[config.mk]
export PLATFORM = sky130hd
export DESIGN_NAME = el2_lsu_dccm_wr_sched
export DESIGN_NICKNAME = d
export VERILOG_FILES = /design/src/rtl/el2_lsu_dccm_wr_sched.sv
export SDC_FILE = /design/constraint.sdc
export NUM_CORES = 1
export LEC_CHECK = 0
export ABC_AREA = 1
export CAP_MARGIN = 0
export CORE_ASPECT_RATIO = 0.9
export CORE_MARGIN = 8
export CORE_UTILIZATION = 53
export DETAILED_ROUTE_END_ITERATION = 7
export PLACE_DENSITY = 0.95
export SYNTH_ARGS = -nofsm -noshare
export SYNTH_HDL_FRONTEND = slang
export SYNTH_SLANG_ARGS = --single-unit
[constraint.sdc]
create_clock -name clk -period 8.6 [get_ports clk]
set_input_delay 1.29 -clock clk [delete_from_list [all_inputs] [get_ports clk]]
set_output_delay 1.29 -clock clk [all_outputs]
set_load 0.01 [all_outputs]
[src/rtl/el2_lsu_dccm_wr_sched.sv]
// DCCM write-port scheduler: queued ECC corrections first, then DMA and store-buffer
// commits with a starvation override. Write enable, address and data are registered.
module el2_lsu_dccm_wr_sched #(
    parameter int unsigned DCCM_BITS  = 16,
    parameter int unsigned CQ_DEPTH   = 2,
    parameter int unsigned STARVE_MAX = 7
) (
    input  logic                 clk,
    input  logic                 rst,
    input  logic                 dec_tlu_core_ecc_disable,
    input  logic                 corr_valid,
    input  logic [DCCM_BITS-1:0] corr_addr_lo,
    input  logic [DCCM_BITS-1:0] corr_addr_hi,
    input  logic                 corr_dual,
    input  logic [31:0]          corr_data_lo,
    input  logic [31:0]          corr_data_hi,
    input  logic                 dma_req,
    input  logic [DCCM_BITS-1:0] dma_addr,
    input  logic [31:0]          dma_wdata_lo,
    input  logic [31:0]          dma_wdata_hi,
    input  logic                 stbuf_req,
    input  logic [DCCM_BITS-1:0] stbuf_addr,
    input  logic [31:0]          stbuf_wdata,
    input  logic                 dccm_wr_block,
    output logic                 dma_gnt,
    output logic                 stbuf_gnt,
    output logic                 dccm_wen,
    output logic                 dccm_wr_dual,
    output logic [DCCM_BITS-1:0] dccm_wr_addr_lo,
    output logic [DCCM_BITS-1:0] dccm_wr_addr_hi,
    output logic [31:0]          dccm_wr_data_lo,
    output logic [31:0]          dccm_wr_data_hi,
    output logic [1:0]           dccm_wr_src,
    output logic                 corr_pending,
    output logic                 corr_drop
);

    localparam int unsigned PW = (CQ_DEPTH > 1) ? $clog2(CQ_DEPTH) : 1;
    localparam int unsigned CW = $clog2(CQ_DEPTH + 1);
    localparam int unsigned SW = $clog2(STARVE_MAX + 1);

    localparam logic [1:0] SRC_NONE  = 2'd0;
    localparam logic [1:0] SRC_CORR  = 2'd1;
    localparam logic [1:0] SRC_DMA   = 2'd2;
    localparam logic [1:0] SRC_STBUF = 2'd3;

    localparam logic [PW-1:0]        PTR_ONE   = PW'(1);
    localparam logic [DCCM_BITS-1:0] HI_OFFSET = DCCM_BITS'(4);

    logic [DCCM_BITS-1:0] cq_addr_lo [CQ_DEPTH];
    logic [DCCM_BITS-1:0] cq_addr_hi [CQ_DEPTH];
    logic                 cq_dual    [CQ_DEPTH];
    logic [31:0]          cq_data_lo [CQ_DEPTH];
    logic [31:0]          cq_data_hi [CQ_DEPTH];

    logic [PW-1:0] rd_ptr, wr_ptr;
    logic [CW-1:0] cq_count, cq_count_d;
    logic [SW-1:0] starve_cnt, starve_cnt_d;

    logic cq_full, cq_empty, corr_push, corr_win, starve_hit, drop_d;

    logic                 wen_d, dual_d;
    logic [1:0]           src_d;
    logic [DCCM_BITS-1:0] addr_lo_d, addr_hi_d;
    logic [31:0]          data_lo_d, data_hi_d;

    assign cq_full    = (cq_count == CW'(CQ_DEPTH));
    assign cq_empty   = (cq_count == '0);
    assign starve_hit = (starve_cnt == SW'(STARVE_MAX));

    // Fullness is judged before any same-cycle pop, so a push into a full queue is refused.
    assign corr_push = corr_valid & ~dec_tlu_core_ecc_disable & ~cq_full;
    assign drop_d    = corr_valid & ~dec_tlu_core_ecc_disable & cq_full;

    assign corr_win  = ~dccm_wr_block & ~dec_tlu_core_ecc_disable & ~cq_empty;
    assign stbuf_gnt = ~dccm_wr_block & ~corr_win & stbuf_req & (starve_hit | ~dma_req);
    assign dma_gnt   = ~dccm_wr_block & ~corr_win & dma_req & ~(stbuf_req & starve_hit);

    assign corr_pending = ~cq_empty;

    always_comb begin
        cq_count_d = cq_count;
        unique case ({corr_push, corr_win})
            2'b10:   cq_count_d = cq_count + CW'(1);
            2'b01:   cq_count_d = cq_count - CW'(1);
            default: cq_count_d = cq_count;
        endcase
    end

    always_comb begin
        starve_cnt_d = starve_cnt;
        if (!dccm_wr_block) begin
            if (stbuf_gnt || !stbuf_req) begin
                starve_cnt_d = '0;
            end else if (!starve_hit) begin
                starve_cnt_d = starve_cnt + SW'(1);
            end
        end
    end

    always_comb begin
        wen_d     = 1'b0;
        src_d     = SRC_NONE;
        dual_d    = 1'b0;
        addr_lo_d = dccm_wr_addr_lo;
        addr_hi_d = dccm_wr_addr_hi;
        data_lo_d = dccm_wr_data_lo;
        data_hi_d = dccm_wr_data_hi;
        if (corr_win) begin
            wen_d     = 1'b1;
            src_d     = SRC_CORR;
            dual_d    = cq_dual[rd_ptr];
            addr_lo_d = cq_addr_lo[rd_ptr];
            addr_hi_d = cq_addr_hi[rd_ptr];
            data_lo_d = cq_data_lo[rd_ptr];
            data_hi_d = cq_data_hi[rd_ptr];
        end else if (dma_gnt) begin
            wen_d     = 1'b1;
            src_d     = SRC_DMA;
            dual_d    = 1'b1;
            addr_lo_d = dma_addr;
            addr_hi_d = dma_addr + HI_OFFSET;
            data_lo_d = dma_wdata_lo;
            data_hi_d = dma_wdata_hi;
        end else if (stbuf_gnt) begin
            wen_d     = 1'b1;
            src_d     = SRC_STBUF;
            addr_lo_d = stbuf_addr;
            addr_hi_d = stbuf_addr;
            data_lo_d = stbuf_wdata;
            data_hi_d = stbuf_wdata;
        end
    end

    // Queue storage carries no reset; validity is tracked by the pointers and count.
    always_ff @(posedge clk) begin
        if (corr_push) begin
            cq_addr_lo[wr_ptr] <= corr_addr_lo;
            cq_addr_hi[wr_ptr] <= corr_addr_hi;
            cq_dual[wr_ptr]    <= corr_dual;
            cq_data_lo[wr_ptr] <= corr_data_lo;
            cq_data_hi[wr_ptr] <= corr_data_hi;
        end
    end

    always_ff @(posedge clk or posedge rst) begin
        if (rst) begin
            rd_ptr   <= '0;
            wr_ptr   <= '0;
            cq_count <= '0;
        end else if (dec_tlu_core_ecc_disable) begin
            rd_ptr   <= '0;
            wr_ptr   <= '0;
            cq_count <= '0;
        end else begin
            if (corr_push) wr_ptr <= wr_ptr + PTR_ONE;
            if (corr_win)  rd_ptr <= rd_ptr + PTR_ONE;
            cq_count <= cq_count_d;
        end
    end

    always_ff @(posedge clk or posedge rst) begin
        if (rst) begin
            starve_cnt      <= '0;
            corr_drop       <= 1'b0;
            dccm_wen        <= 1'b0;
            dccm_wr_src     <= SRC_NONE;
            dccm_wr_dual    <= 1'b0;
            dccm_wr_addr_lo <= '0;
            dccm_wr_addr_hi <= '0;
            dccm_wr_data_lo <= '0;
            dccm_wr_data_hi <= '0;
        end else begin
            starve_cnt      <= starve_cnt_d;
            corr_drop       <= drop_d;
            dccm_wen        <= wen_d;
            dccm_wr_src     <= src_d;
            dccm_wr_dual    <= dual_d;
            dccm_wr_addr_lo <= addr_lo_d;
            dccm_wr_addr_hi <= addr_hi_d;
            dccm_wr_data_lo <= data_lo_d;
            dccm_wr_data_hi <= data_hi_d;
        end
    end

endmodule

==> run metrics <==
status completed; Hold Fails Final Rpt 0; hold_buf cts 0; Final period util 0.666; crit path DAT 4440 ps; post-synthesis sequential area ratio 0.659; CP required 7310 ps; Max Freq 175 MHz; Worst Hold End dccm_wr_data_lo[30]; Post-CTS Resized 0; startpoint types input port; slowest stage cell, crit path buf_4; initial antenna violation count 5; Critical R2R Capture dccm_wr_addr_hi[1]; family with the most delay on the worst path buffers and inverters; crit path kind in -> out; area share of the largest cell type after synthesis 0.450; RSZ-0062 raised after global routing false; global-route wire length before repair 61.1 mm; clock transition at the registers of the reported paths 70 ps; num ports 336; die area 29700 um2; CTS Buf Count 30; vias in the first global route 11200; synthesized instance count 1263; Setup WS pre-CTS 2930 ps; clock sink count 302; post-DP HPWL 26.8 mm; largest net degree at the start of global routing 74; Final nets between 1500 and 2000; leakage power total around 7.3 nW; CTS Root Cell clkbuf_16; Worst Hold Depth 2; H-tree levels 1; Cell Pwr Density 235 nW/um2; CTS tree done; Area growth, synth to finish 36.3%; DR iter-0 viols 1063; Inst Count DP 1858; Max Slew Vio Count 0; standard-cell rows 54; relative slew slack 0.410; Worst Reg2Reg Path Length in Cells 10; RePlAce Congestion 0.874; Port Buf Inserts 335; Initial Utilization 0.537; Syn Area/Cell 10.2 um2; setup ws final 2870 ps; yosys warns 0; Total Power between 4 and 5 mW; Max clock buf depth 3; maximum vdd ir drop 134 uV; metal3 WL 3.62 mm; Synth Net Count 1498; Tmin final around 5700 ps; post-CTS setup buffers 0; Worst-Margin Slew 885 ps; Final setup viols 0; Clk Latency, worst-skew pair between 500 and 600 ps; Crit. End Element output port; Bufs and invs on worst path 6; Setup Total Neg Slack 0 ps; WL met2 20.1 mm; worst r2r src cq_count[1]; max cap viols 0; DR DRC count 0; highest routed layer met5; Die Width around 180 um; FF+latch count, synth between 300 and 400; Post-synth EDFFs 194; ys flop type edfxtp_1; Via density between 5 and 6; r2r setup slk 5150 ps; Post-synth top cells nand2_1 (332), edfxtp_1 (194), inv_1 (136), dfrtp_1 (108), nand3_1 (95); library cells used by synthesis 28; CP max FO 73; wire per inst between 20 and 25 um; vias 10800; CORE AREA 24100 um2; Die Span Y about 160 um; synthesized area 12900 um2; Hold Crit Start dccm_wr_data_lo[30]; crit path cell chain clkdlybuf4s50_1 > inv_2 > nand2_1 > nor2_4 > buf_4 > nor2_1 > nand2_2 > buf_4 > inv_1 > clkdlybuf4s50_1; top post-synthesis cells by area edfxtp_1 (45%), dfrtp_1 (21%), nand2_1 (9.6%), inv_1 (3.9%), nand3_1 (3.7%); top-count cell post-synth nand2_1; share of cells above drive strength 1 0.0872; worst hold margin 482 ps; worst hold path class reg -> reg; grt ovf 0; FFs w/ async S/R, synth 0.358; total track usage 0.261; M1 wire length 14.5 mm; antenna-violating nets left 0; Synth area leader edfxtp_1; critical path's largest stage delay 680 ps; Final Non-Filler Cells 1916; Routed WL 39.7 mm; TritonRoute pass-1 iters 6; Setup Skew 12.2 ps
## power breakdown
group	leakage [nW]	internal, mW	total (mW)	switching [mW]
Sequential	3.11	1.73	1.84	0.103
Combinational	3.64	0.434	0.890	0.456
Clock	0.530	0.881	1.42	0.536
## layer usage
metal,vias to the layer above,track usage
li1,4831,-
met1,5212,0.311
met2,641,0.463
met3,111,0.0573
met4,6,0.0927
met5,-,0
## cell type report
cell class	instances	area, um2
inverters	142	537
fillers	1525	6490
flip-flops and latches	302	8530
repair buffers	348	3450
diodes	2	5.00
multi-input cells	758	3630
clock inverters	13	219
clock buffers	43	871
well taps	308	385
## cell families after synthesis
logic type / Yosys count / share of synthesized area
DFF: 302 / 0.659
AOI/OAI and AO/OA: 160 / 0.0758
and+or+nand+nor: 595 / 0.199
buffers and inverters: 203 / 0.0628
adders and majority gates: 3 / 0.00290
## stage by stage
step / utilization / instance area [um2]
after floorplan: - / 12900
after global placement: 0.686 / 16500
after detailed placement: 0.686 / 16500
after CTS: 0.731 / 17600
after global routing: 0.731 / 17600
final: 0.731 / 17600
## how the worst max path moves through the flow
stage / slack, ps / from / to / cells past startpoint
4_1_cts: 2920 / dccm_wr_block / stbuf_gnt / 10
2_1_floorplan: 2430 / corr_valid / cq_addr_hi[0][0] / 4
3_3_place_gp: 2960 / dccm_wr_block / stbuf_gnt / 10
3_5_place_dp: 2930 / dccm_wr_block / stbuf_gnt / 10
6_report: 2870 / dccm_wr_block / stbuf_gnt / 10
5_1_grt: 2710 / dccm_wr_block / stbuf_gnt / 10
## worst register-to-register path, delay by kind of cell (launching register included)
family                 cells  cell delay (ps)
AOI/OAI and AO/OA          1              560
and+or+nand+nor            5             1020
buffers and inverters      4             1350
DFF                        1              410
## flip-flops by register name, summed over array words and instances, names as in the netlist
register         flops
cq_count             2
cq_addr_lo          32
dccm_wr_addr_hi     16
cq_data_hi          64
corr_drop            1
dccm_wr_src          2
dccm_wr_addr_lo     16
dccm_wen             1
cq_dual              2
dccm_wr_data_lo     32
cq_data_lo          64
rd_ptr               1
wr_ptr               1
dccm_wr_data_hi     32
cq_addr_hi          32
dccm_wr_dual         1
starve_cnt           3
## cells in the final DEF, fill, tap and decap left out, types with 3 or more instances in the layout
cell,instances
clkbuf_16,31
clkbuf_8,5
nor2_1,61
clkinv_2,4
o211ai_1,62
nor2_4,5
edfxtp_1,194
inv_2,5
dfrtp_1,107
bufinv_16,6
clkdlybuf4s50_1,335
nand2_1,332
nand4_1,6
nand3_1,94
o21ai_0,57
inv_1,135
ha_1,3
a21oi_1,36
clkbuf_1,7
buf_4,13
nor3_1,29
or2_2,62
Note: power is estimated with default switching activity, not from simulation.
